<file path="src/rtl/dfm_master.sv">
// Bus master that runs one frequency-meter measurement: writes the gate setup, waits for the
// meter's completion pulse (or a timeout), latches the result and reads it back as 64 bits.
module dfm_master #(
    parameter logic [31:0] BASE_ADDR = 32'h0000_0000,
    parameter logic [31:0] TIMEOUT   = 32'd100_000_000
) (
    input  logic        m_axi_aclk,
    input  logic        m_axi_aresetn,
    output logic [31:0] m_axi_awaddr,
    output logic        m_axi_awvalid,
    input  logic        m_axi_awready,
    output logic [31:0] m_axi_wdata,
    output logic        m_axi_wvalid,
    input  logic        m_axi_wready,
    input  logic        m_axi_bvalid,
    output logic        m_axi_bready,
    output logic [31:0] m_axi_araddr,
    output logic        m_axi_arvalid,
    input  logic        m_axi_arready,
    input  logic [31:0] m_axi_rdata,
    input  logic        m_axi_rvalid,
    output logic        m_axi_rready,
    input  logic        start_i,
    input  logic [31:0] gate_shift_i,
    input  logic [31:0] gate_total_i,
    input  logic        signal_done_i,
    output logic        busy_o,
    output logic        done_o,
    output logic        err_o,
    output logic [63:0] result_o
);

    localparam logic [2:0] IDLE      = 3'd0;
    localparam logic [2:0] WR_SHIFT  = 3'd1;
    localparam logic [2:0] WR_TOTAL  = 3'd2;
    localparam logic [2:0] WAIT_DONE = 3'd3;
    localparam logic [2:0] WR_LATCH  = 3'd4;
    localparam logic [2:0] RD_LO     = 3'd5;
    localparam logic [2:0] RD_HI     = 3'd6;
    localparam logic [2:0] FINISH    = 3'd7;

    logic [2:0]  r_state;
    logic [31:0] r_gate_total;
    logic        r_awvalid, r_wvalid, r_bready;
    logic        r_aw_done, r_w_done, r_b_done;
    logic [31:0] r_awaddr, r_wdata, r_araddr;
    logic        r_arvalid, r_rready;
    logic [63:0] r_result;
    logic        r_busy, r_done, r_err, r_sticky;
    logic [31:0] r_cnt;

    logic [2:0]  w_state_d;
    logic        w_aw_ok, w_w_ok, w_b_ok, w_wr_fin, w_rd_fin;
    logic        w_flag, w_tmo, w_enter, w_wr_next, w_rd_next;
    logic [31:0] w_wr_off, w_wr_data, w_rd_off;

    assign w_aw_ok   = r_aw_done | (r_awvalid & m_axi_awready);
    assign w_w_ok    = r_w_done | (r_wvalid & m_axi_wready);
    assign w_b_ok    = r_b_done | (r_bready & m_axi_bvalid);
    assign w_wr_fin  = w_aw_ok & w_w_ok & w_b_ok;
    assign w_rd_fin  = r_rready & m_axi_rvalid;
    // Sticky flag catches a completion pulse that arrived before WAIT_DONE.
    assign w_flag    = r_sticky | signal_done_i;
    assign w_tmo     = (TIMEOUT != 32'd0) && (r_cnt == TIMEOUT - 32'd1);
    assign w_enter   = (w_state_d != r_state);
    assign w_wr_next = (w_state_d == WR_SHIFT) || (w_state_d == WR_TOTAL) ||
                       (w_state_d == WR_LATCH);
    assign w_rd_next = (w_state_d == RD_LO) || (w_state_d == RD_HI);

    always_comb begin
        w_state_d = r_state;
        case (r_state)
            IDLE:      if (start_i) w_state_d = WR_SHIFT;
            WR_SHIFT:  if (w_wr_fin) w_state_d = WR_TOTAL;
            WR_TOTAL:  if (w_wr_fin) w_state_d = WAIT_DONE;
            WAIT_DONE: begin
                if (w_flag) w_state_d = WR_LATCH;
                else if (w_tmo) w_state_d = FINISH;
            end
            WR_LATCH:  if (w_wr_fin) w_state_d = RD_LO;
            RD_LO:     if (w_rd_fin) w_state_d = RD_HI;
            RD_HI:     if (w_rd_fin) w_state_d = FINISH;
            FINISH:    w_state_d = IDLE;
            default:   w_state_d = IDLE;
        endcase
    end

    // WR_SHIFT is only entered from IDLE, so the live gate_shift_i is the captured value.
    always_comb begin
        w_wr_off  = 32'h0;
        w_wr_data = 32'h0;
        w_rd_off  = 32'h8;
        case (w_state_d)
            WR_SHIFT: w_wr_data = gate_shift_i;
            WR_TOTAL: begin
                w_wr_off  = 32'h4;
                w_wr_data = r_gate_total;
            end
            WR_LATCH: w_wr_off = 32'h10;
            RD_HI:    w_rd_off = 32'hC;
            default:  ;
        endcase
    end

    always_ff @(posedge m_axi_aclk or negedge m_axi_aresetn) begin
        if (!m_axi_aresetn) begin
            r_state      <= IDLE;
            r_gate_total <= 32'h0;
            r_awvalid    <= 1'b0;
            r_wvalid     <= 1'b0;
            r_bready     <= 1'b0;
            r_aw_done    <= 1'b0;
            r_w_done     <= 1'b0;
            r_b_done     <= 1'b0;
            r_awaddr     <= 32'h0;
            r_wdata      <= 32'h0;
            r_araddr     <= 32'h0;
            r_arvalid    <= 1'b0;
            r_rready     <= 1'b0;
            r_result     <= 64'h0;
            r_busy       <= 1'b0;
            r_done       <= 1'b0;
            r_err        <= 1'b0;
            r_sticky     <= 1'b0;
            r_cnt        <= 32'h0;
        end else begin
            r_state <= w_state_d;
            r_busy  <= (w_state_d != IDLE);
            r_done  <= (w_state_d == FINISH);

            if (r_state == IDLE && start_i) begin
                r_gate_total <= gate_total_i;
                r_sticky     <= 1'b0;
                r_err        <= 1'b0;
            end else begin
                if (r_state != IDLE && signal_done_i) r_sticky <= 1'b1;
                if (r_state == WAIT_DONE && !w_flag && w_tmo) r_err <= 1'b1;
            end

            if (w_enter && w_state_d == WAIT_DONE) r_cnt <= 32'h0;
            else if (r_state == WAIT_DONE) r_cnt <= r_cnt + 32'd1;

            if (w_enter && w_wr_next) begin
                r_awvalid <= 1'b1;
                r_wvalid  <= 1'b1;
                r_bready  <= 1'b1;
                r_aw_done <= 1'b0;
                r_w_done  <= 1'b0;
                r_b_done  <= 1'b0;
                r_awaddr  <= BASE_ADDR + w_wr_off;
                r_wdata   <= w_wr_data;
            end else if (!w_wr_next) begin
                r_awvalid <= 1'b0;
                r_wvalid  <= 1'b0;
                r_bready  <= 1'b0;
            end else begin
                if (m_axi_awready) r_awvalid <= 1'b0;
                if (m_axi_wready) r_wvalid <= 1'b0;
                if (m_axi_bvalid) r_bready <= 1'b0;
                r_aw_done <= w_aw_ok;
                r_w_done  <= w_w_ok;
                r_b_done  <= w_b_ok;
            end

            if (w_enter && w_rd_next) begin
                r_arvalid <= 1'b1;
                r_rready  <= 1'b1;
                r_araddr  <= BASE_ADDR + w_rd_off;
            end else if (!w_rd_next) begin
                r_arvalid <= 1'b0;
                r_rready  <= 1'b0;
            end else begin
                if (m_axi_arready) r_arvalid <= 1'b0;
                if (m_axi_rvalid) r_rready <= 1'b0;
            end

            if (w_rd_fin && r_state == RD_LO) r_result[31:0] <= m_axi_rdata;
            if (w_rd_fin && r_state == RD_HI) r_result[63:32] <= m_axi_rdata;
        end
    end

    assign m_axi_awaddr  = r_awaddr;
    assign m_axi_awvalid = r_awvalid;
    assign m_axi_wdata   = r_wdata;
    assign m_axi_wvalid  = r_wvalid;
    assign m_axi_bready  = r_bready;
    assign m_axi_araddr  = r_araddr;
    assign m_axi_arvalid = r_arvalid;
    assign m_axi_rready  = r_rready;
    assign busy_o        = r_busy;
    assign done_o        = r_done;
    assign err_o         = r_err;
    assign result_o      = r_result;

endmodule

</file>
<file path="config.mk">
export PLATFORM = sky130hd
export DESIGN_NAME = dfm_master
export DESIGN_NICKNAME = d
export VERILOG_FILES = /design/src/rtl/dfm_master.sv
export SDC_FILE = /design/constraint.sdc
export NUM_CORES = 1
export LEC_CHECK = 0
export ABC_AREA = 1
export BUFFER_PORTS_ARGS = -buffer_cell sky130_fd_sc_hd__buf_2
export CAP_MARGIN = 25
export CELL_PAD_IN_SITES_DETAIL_PLACEMENT = 0
export CELL_PAD_IN_SITES_GLOBAL_PLACEMENT = 1
export CORE_MARGIN = 2
export CORE_UTILIZATION = 40
export CTS_CLUSTER_SIZE = 20
export DETAILED_ROUTE_END_ITERATION = 7
export PLACE_DENSITY_LB_ADDON = 0.1
export SYNTH_ARGS = -nofsm -noshare
export SYNTH_HDL_FRONTEND = slang
export SYNTH_SLANG_ARGS = --single-unit
</file>
<file path="constraint.sdc">
create_clock -name m_axi_aclk -period 5.75 [get_ports m_axi_aclk]
set_input_delay 0.575 -clock m_axi_aclk [delete_from_list [all_inputs] [get_ports m_axi_aclk]]
set_output_delay 0.575 -clock m_axi_aclk [all_outputs]
set_load 0.02 [all_outputs]
</file>
# --- Word-level counts from Yosys, hierarchy flattened ---
# Cells that the tools add are included.
classes:
  addsub: 1
  eq_ne: 21
  n_mux: 39
  bitwise: 10
  reduce_logical: 20
ops:
  columns: ["operator", "n"]
  rows:
  - ["$mux 32", 2]
  - ["$pmux 32 s2", 1]
  - ["$add 32x1->32 const B", 1]
  - ["$eq 32x27->1 const B", 1]
  - ["$mux 3", 9]
  - ["$mux 1", 25]
  - ["$eq 3x3->1 const B", 8]
  - ["$pmux 3 s8", 1]
  - ["$ne 3x2->1 const B", 5]
  - ["$eq 3x2->1 const B", 4]
  - ["$pmux 5 s2", 1]
  - ["$logic_and 1x1->1", 9]
  - ["$reduce_bool 2->1", 4]
  - ["$and 1x1->1", 6]
  - ["$eq 3x1->1 const B", 2]
  - ["$reduce_bool 3->1", 2]
  - ["$or 1x1->1", 4]
  - ["$logic_not 3->1", 1]
  - ["$logic_or 1x1->1", 3]
  - ["$ne 3x3->1", 1]
  - ["$logic_not 1->1", 1]
totals:
  reg_bits: 239
  in_bits: 105
  out_inout_bits: 168
  word_cells: 111

# --- Depth between registers and ports, before layout ---
# Gate-level depths: netlist (run 1).
logic_depth:
  depth_word: 11
  ltp_mapped: 15
  ltp_nobuf: 15

# --- Worst setup path after synthesis (run 1) ---
# OpenSTA, ideal clock, no wires.
synth_timing:
  path_type: "register to register"
  from: "register r_cnt[0]"
  to: "register r_wdata[23], in the netlist m_axi_wdata[23]"
  setup_time_ns: 0.117
  t_arrival_ns: 1.912
  required_ns: 5.633
  slack_ns: 3.721
  stages_incl_launch_ff: 14
  n_path_buf: 2
  synth_period_minus_slack_ns: 2.029
  cell_sequence: "dfrtp_1 > ha_1 > nand2_1 > nor2_1 > nand2_1 > nor2_1 > nand2_1 > nand2_1 > o21ai_0 > nand3_2 > buf_4 > buf_4 > nand3_1 > nand2_1"
synth_between:
  elab_chain_len: 8
  elab_cells_between_ends: 12
  cone_classes: "5 x eq/ne; 4 x mux; 3 x reduce/logical"
synth_rtl:
  columns: ["item", "line", "rtl"]
  rows:
  - ["start, declared", "50", "logic [31:0] r_cnt;"]
  - ["start signal, assigned", "141", "else if (r_state == WAIT_DONE) r_cnt <= r_cnt + 32'd1;"]
  - ["$eq 32x27->1 (*)", "64", "assign w_tmo = (TIMEOUT != 32'd0) && (r_cnt == TIMEOUT - 32'd1);"]
  - ["$mux 3 (*)", "78", "else if (w_tmo) w_state_d = FINISH;"]
  - ["$mux 3 (*)", "77", "if (w_flag) w_state_d = WR_LATCH;"]
  - ["$pmux 3 s8 (*)", "72", "case (r_state)"]
  - ["$eq 3x1->1 / $eq 3x2->1 (equally long branches)", "66, 93", null]
  - ["$logic_or 1x1->1 (2 in a row)", "66", "assign w_wr_next = (w_state_d == WR_SHIFT) || (w_state_d == WR_TOTAL) ||"]
  - ["$logic_and 1x1->1", "143", "if (w_enter && w_wr_next) begin"]
  - ["end signal, assigned", "151", "r_wdata <= w_wr_data;"]
  - ["end, declared", "46", "logic [31:0] r_awaddr, r_wdata, r_araddr;"]
# Mark *: on every way between the ends. The rest lies on a longest branch, timed or not.
# A chain may end at the register's enable or synchronous reset.

# --- Final worst setup path (run 1) ---
layout_timing:
  from: "register r_state[2]"
  to: "register r_aw_done"
layout_between:
  elab_cells_between_ends: 26
  cone_classes: "11 x eq/ne; 10 x mux; 5 x reduce/logical"
layout_lines:
  columns: ["item", "line", "rtl"]
  rows:
  - ["start, declared", "42", "logic [2:0] r_state;"]
  - ["start signal, assigned", "127", "r_state <= w_state_d;"]
  - ["$eq 3x3->1 (tied with other cells)", "72", null]
  - ["$pmux 3 s8 (*)", "72", null]
  - ["via w_state_d[1]", "52", "logic [2:0] w_state_d;"]
  - ["$eq 3x1->1 / $eq 3x2->1 (equally long branches)", "66", null]
  - ["$logic_or 1x1->1 (2 in a row)", "66", null]
  - ["$logic_and 1x1->1", "143", null]
  - ["$mux 1 / $reduce_bool 2->1 (equally long branches)", null, null]
  - ["end signal, assigned", "160", "r_aw_done <= w_aw_ok;"]
  - ["end, declared", "45", "logic r_aw_done, r_w_done, r_b_done;"]
# Mark *: on every way through the listed nets, which the timed path passes. The rest lies on a longest branch.

==> out/qor.yml, run 1 <==
clock_latency_ns: 0.43
synthesis.area_um2: 8720
cts_buffer_depth: 2
path_common_cell: "nand2_1"
clock-sinks: 179
antenna_found_initial: 4
grt.overflow.total: 0
max_cap_violations: 0
syn2layout_area_growth_pct: 18.86
pre_cts_slack_ns: 2.115
die_h_um: 151.6
reg2reg_from: "r_state[2]"
powerDensity_nw_per_um2: 535.4
final_cell_mix: "nand2_1 (418), buf_2 (211), dfrtp_1 (179), nand3_1 (82), inv_1 (81)"
cts_resized: 0
track_usage_pct: 20.56
final.setup.tns_ns: 0
finalSetupViolations: 0
vdd_drop_max_uv: 312.1
path_cells: "nand3_1, nor2_1, nor2_1, nand3_2, inv_2, nor2_4, nand2_1, nand3_2, nand2_1, nand2_1, inv_1"
critPathCaptureType: "register"
routed_wirelength_um: 23060
fin_crit_ns: 3.506
p_leak_nw: 5.866
setup_ws_ns: 2.244
syn_inst: 1086
fp-row-count: 54
vias: 7278
maxSlewHeadroom_pct: 42.20
cts_setup_buffers: 0
critPathArrivalTime_ns: 3.83
grt_pass1_vias: 7119
cts_tree: "yes"
crit_slowest_cell: "nor2_4"
wl_per_cell_um: 14.61
port_buffers: 212
final_cell_area_um2: 10360
tightest_slew_ns: 0.8650
status: "finished clean"
synth_cell_type_count: 36
r2r_cells: 11
timing.final.crit_share_pct: 60.98
reg2reg_setup_slack_ns: 2.24
post_synth.cell_area_avg_um2: 8.029
cts_buffers: 17
routed_via_density: 4.612
hp-class: "input pin to async pin"
critPathRequiredTime_ns: 6.07
coreArea_um2: 21620
crit_type: "register to register"
postRouteAntennaNets: 0
final_common_cell: "nand2_1"
holdBufCountCts: 0
design.portCount: 273
start_util_pct: 40.33
grt_max_degree: 66
rsz0062_at_grt: "false"
drv_slew: 0
drt_iter0_drc: 353
dp_hpwl_um: 15980
hold_viol_final: 0
worstReg2RegEnd: "r_aw_done"
cts_max_level: 4
holdWs_ns: 0.1302
final_layout_size_suffix_gt1_share_pct: 22.07
dieArea_um2: 23000
place_area_um2: 9761
place_congestion: 0.7566
grt_pass1_wl_um: 36650
drc_errors: 0
ys_ff_latch: 179
clk_pin_slew_worst_paths_ns: 0.07
critPathLaunchType: "register"
chipWidth_um: 151.6
path_max_fanout: 35
fin_skew_ns: 0.01183
root_buffer: "clkbuf_16"
max_freq_mhz: 285.2
yosys_warnings: 0
stdcell_count: 1578
final_nets: 1389
max_stage_delay_ns: 0.68
drt-pass1-iter-count: 4
ys_seq_area_share_pct: 51.37
dp_cells: 1544
[cell usage after synthesis, drive strengths merged]
cell    count  share of area [%]
nand4      14                1.2
a211oi      1              0.086
conb        1              0.043
o21ai      52                3.0
dfrtp     179                 51
nor2       69                3.2
xor2        8               0.80
o21a        1              0.086
clkbuf     20               0.86
inv        89                3.8
a21oi      10               0.66
ha          1               0.14
nor3b       4               0.34
nand3b      3               0.26
a22o        1               0.10
nand3      86                5.2
o31ai       4               0.34
nor4        5               0.36
o22ai       2               0.14
buf        80                6.6
nor3       18                1.1
mux2       10                1.3
xnor2       7               0.70
nand2     421                 18
[power breakdown]
part / total, mW / leakage (nW) / internal [mW] / switching (mW)
registers: 1.97 / 2.35 / 1.71 / 0.255
logic: 2.41 / 3.22 / 0.669 / 1.74
clock network: 1.17 / 0.288 / 0.619 / 0.555
[worst max-delay path: cells and delay by family, from the launching register on]
kind / cells / cell delay [ns]
buf+inv: 2 / 0.11
flops: 1 / 0.54
simple gates: 9 / 2.73
[worst max path at each step]
stage	startpoint	endpoint	slack, ns	cells after the start
after floorplan	r_cnt[0]	m_axi_wdata[23]	3.72	13
after global placement	m_axi_rvalid	r_aw_done	2.18	12
after detailed placement	m_axi_rvalid	r_aw_done	2.12	12
after CTS	r_state[2]	r_aw_done	2.24	11
after global routing	r_state[2]	r_aw_done	1.95	11
final	r_state[2]	r_aw_done	2.24	11
[area by class of cell]
| class | count | area [um^2] |
|---|---|---|
| Antenna cell | 2 | 5.005 |
| Clock buffer | 17 | 425.4 |
| Clock inverter | 15 | 172.7 |
| Fill cell | 2221 | 11260 |
| Inverter | 89 | 334.1 |
| Multi-Input combinational cell | 777 | 3477 |
| Sequential cell | 179 | 4479 |
| Tap cell | 280 | 350.3 |
| Timing Repair Buffer | 219 | 1120 |
[cell families after synthesis]
group                    Yosys count  synth area share, %
XOR/XNOR                          15                1.507
flip-flops                       179                51.37
AND/OR/NAND/NOR                  620                29.95
multiplexers                      10                1.291
buffers and inverters            189                11.29
adder cells (fa/ha/maj)            1               0.1435
other                              1              0.04301
AO/OA/AOI/OAI                     71                4.405
[sequential cells by signal (all words and copies together) (netlist names), 2 cells and up]
name	cells
m_axi_araddr	2
m_axi_awaddr	2
m_axi_wdata	32
r_cnt	32
r_gate_total	32
r_state	3
result_o	64
[metal layers]
layer / global-route usage (%) / up-vias / part of all wire, %
met2: 32.52 / 221 / 46
met1: 27.04 / 3342 / 45
li1: - / 3689 / -
met3: 7.425 / 22 / 8.2
met5: 0 / - / 0.12
met4: 4.954 / 4 / 1.3
[per-stage QoR]
step                total power [mW]  util (%)
finish                         5.549     47.93
global route                   5.995     47.91
CTS                            5.611     47.91
detailed placement             4.417     45.14
global placement               4.401     45.14
floorplan                      3.722         -
(Power assumes the default switching activity.)
==> run 2, diff against run 1 <==
ABC_AREA = 0   (was 1)
CORE_UTILIZATION = 36   (was 40)
clock period = 3.04 ns   (was 5.75 ns; I/O delays follow)
==> out/qor.yml, run 2 <==
antenna_found_initial: 5  # +1
fin_crit_ns: 2.873  # -0.6336 ns
path_max_fanout: 10  # -71%
grt_pass1_wl_um: 30430  # -17%
clock-sinks: 179  # unchanged
max_freq_mhz: 348.1  # +22%
cts_buffers: 17  # unchanged
syn2layout_area_growth_pct: 23.97
ys.flop_type: "dfrtp_1"
worstReg2RegEnd: "m_axi_wdata[27]"
critPathTopFamily: "multiplexers"
finalSetupViolations: 0  # unchanged
root_buffer: "clkbuf_16"
setup_ws_ns: 0.1674  # -2.076 ns
cts_max_level: 4  # unchanged
largest_reg_flops: 64  # unchanged
cts_setup_buffers: 0  # unchanged
reg2reg_setup_slack_ns: 0.17  # -2.08 ns
start_util_pct: 36.89  # -3.4 points
critPathRequiredTime_ns: 3.35  # -2.72 ns
final_nets: 984  # -29%
drt-pass1-iter-count: 4  # unchanged
multi_input_area_um2: 3246  # -6.7%
fin_skew_ns: 0.01419  # +0.002362 ns
p_leak_nw: 4.973  # -15%
coreArea_um2: 21960  # +1.6%
rsz0062_at_grt: "false"
synthTopCellsByArea: "dfrtp_1 (55%), mux2_2 (15%), buf_4 (5.6%), a22o_1 (3.6%), mux2_1 (3.2%)"
final_common_cell: "buf_2"
fp-row-count: 54  # unchanged
maxSlewHeadroom_pct: 56.46  # +14 points
pre_cts_slack_ns: 0.1595  # -1.956 ns
syn_inst: 650  # -40%
synth_common_cells: "dfrtp_1 (179), mux2_2 (106), buf_4 (60)"
powerDensity_nw_per_um2: 989.7  # +85%
reg2reg_from: "r_state[0]"
synth_most_common_cell: "dfrtp_1"
path_cells: "mux4_2, or4_4, or2_0, a21oi_4, buf_4, mux2_1"
postRouteAntennaNets: 0  # unchanged
crit_type: "register to register"
synth_top_area_share_pct: 55.30  # +3.9 points
die_h_um: 154  # +1.6%
cp.depth: 6  # -5
yosys_warnings: 0  # unchanged
vias: 5579  # -23%
synth_edf_count: 0  # unchanged
final_layout_size_suffix_gt1_share_pct: 43.43  # +21 points
critPathArrivalTime_ns: 3.18  # -0.65 ns
drc_errors: 0  # unchanged
place_congestion: 0.7928  # +4.8%
wl_per_cell_um: 16.24  # +11%
dp_hpwl_um: 13880  # -13%
drv_slew: 0  # unchanged
clk_pin_slew_worst_paths_ns: 0.08  # about the same
cp_num_buf_inv: 1  # -1
cts_tree: "yes"
design.portCount: 273  # unchanged
post_synth.cell_area_avg_um2: 12.46  # +55%
tightest_slew_ns: 0.6463  # -0.2187 ns
synth_area_leader_cell: "dfrtp_1"
timing.final.crit_share_pct: 94.49  # +34 points
drt_iter0_drc: 188  # -47%
crit_path_end: "m_axi_wdata[27]"
startpoint: "r_state[0]"
vdd_drop_max_uv: 442.0  # +42%
synthesis.area_um2: 8100  # -7.1%
fillerInstances: 2088  # -6.0%
port_buffers: 212  # unchanged
max_stage_delay_ns: 0.60  # -0.08 ns
r2r_cells: 6  # -5
synth_cell_type_count: 49  # +36%
final_cell_mix: "buf_2 (211), dfrtp_1 (179), mux2_2 (106), conb_1 (60), nor2_1 (43)"
ys_async_sr_fraction_pct: 100.0  # unchanged
chipWidth_um: 154  # +1.6%
routed_wirelength_um: 19070  # -17%
final.setup.tns_ns: 0  # unchanged
critPathCaptureType: "register"
hp-class: "input pin to register"
ys_ff_latch: 179  # unchanged
status: "finished clean"
grt_pass1_vias: 5852  # -18%
grt_max_degree: 68  # +3.0%
grt.overflow.total: 0  # unchanged
track_usage_pct: 16.21  # -4.4 points
crit_slowest_cell: "mux4_2"
dieArea_um2: 23720  # +3.1%
hold_viol_final: 0  # unchanged
ys_seq_area_share_pct: 55.30  # +3.9 points
critPathLaunchType: "register"
seq_area_um2: 4479  # unchanged
cts_resized: 0  # unchanged
clock_latency_ns: 0.43  # about the same
max_cap_violations: 0  # unchanged
routed_via_density: 4.752  # +3.0%
cts_buffer_depth: 2  # unchanged
[run 2: cell types whose count changed in the layout (fill, tap and decap cells not counted), moves of 32 or more]
cell,before,now
nand3_1,82,9
nand2_1,418,27
a22o_1,1,33
inv_1,81,6
mux2_2,10,106
o21ai_0,52,4
[run 2: power by group]
| group | total (mW) | internal [mW] | switching (mW) |
|---|---|---|---|
| combinational | 3.92 | 1.75 | 2.17 |
| sequential | 3.79 | 3.25 | 0.542 |
| clock | 2.23 | 1.19 | 1.04 |
| total | 9.94 | 6.18 | 3.75 |
[run 2: area by class of cell]
cell class	count	area share [%]
Sequential cell	179	44.61
Multi-Input combinational cell	433	32.32
Timing Repair Buffer	241	13.19
Clock buffer	17	4.236
Tap cell	280	3.489
Clock inverter	15	1.856
Inverter	6	0.2243
Antenna cell	3	0.07476
[run 2: worst min path at each step]
stage,start,end,slack (ns),depth (start not counted)
3_3_place_gp,m_axi_aresetn,r_cnt[15],0.36,1
2_1_floorplan,m_axi_aresetn,busy_o,0.008,0
3_5_place_dp,m_axi_aresetn,r_cnt[22],0.36,1
6_report,gate_total_i[23],r_gate_total[23],0.10,2
5_1_grt,gate_total_i[16],r_gate_total[16],0.08,2
4_1_cts,gate_total_i[23],r_gate_total[23],0.08,2
[run 2: per-stage QoR]
| stage | instances | area, um^2 | util [%] | power [mW] | hold WS [ns] |
|---|---|---|---|---|---|
| after detailed placement | 1138 | 9413 | 42.87 | 7.790 | 0.3582 |
| final | 1174 | 10040 | 45.73 | 9.938 | 0.1030 |
| after global placement | 1138 | 9413 | 42.87 | 7.691 | 0.3557 |
| after floorplan | 709 | 8327 | - | 6.557 | 0.008409 |
| after global routing | 1172 | 10040 | 45.71 | 10.58 | 0.08013 |
| after CTS | 1171 | 10030 | 45.70 | 10.09 | 0.08050 |
[run 2: worst register-to-register path: stages (launching register included)]
cell	delay (ns)
dfrtp_1	0.54
mux4_2	0.61
or4_4	0.53
or2_0	0.30
a21oi_4	0.21
buf_4	0.23
mux2_1	0.35
[run 2: what timing repair did]
item | CTS | global route
hold endpoints to repair | 63 | 0
hold buffers | 1 | 0
setup endpoints to repair | 0 | 0
[run 2: logic make-up (layout without fill, tap and decap cells)]
| group | Yosys count | after routing | synth area share (%) |
|---|---|---|---|
| compound gates | 68 | 68 | 6.411 |
| xor+xnor | 29 | 29 | 3.136 |
| fa+ha+maj | 1 | 1 | 0.1544 |
| buf+inv | 97 | 279 | 7.600 |
| flops | 179 | 179 | 55.30 |
| mux | 130 | 130 | 18.21 |
| other cells | 1 | 63 | 0.04629 |
| simple gates | 145 | 145 | 9.144 |
[run 2: layer usage]
layer  share of wire, %  wire length (um)  track usage, %
met1                 42              8053           20.11
met2                 48              9218           26.20
met3                7.9              1497           6.539
met4                1.5               294           4.628
met5              0.037                 7               0
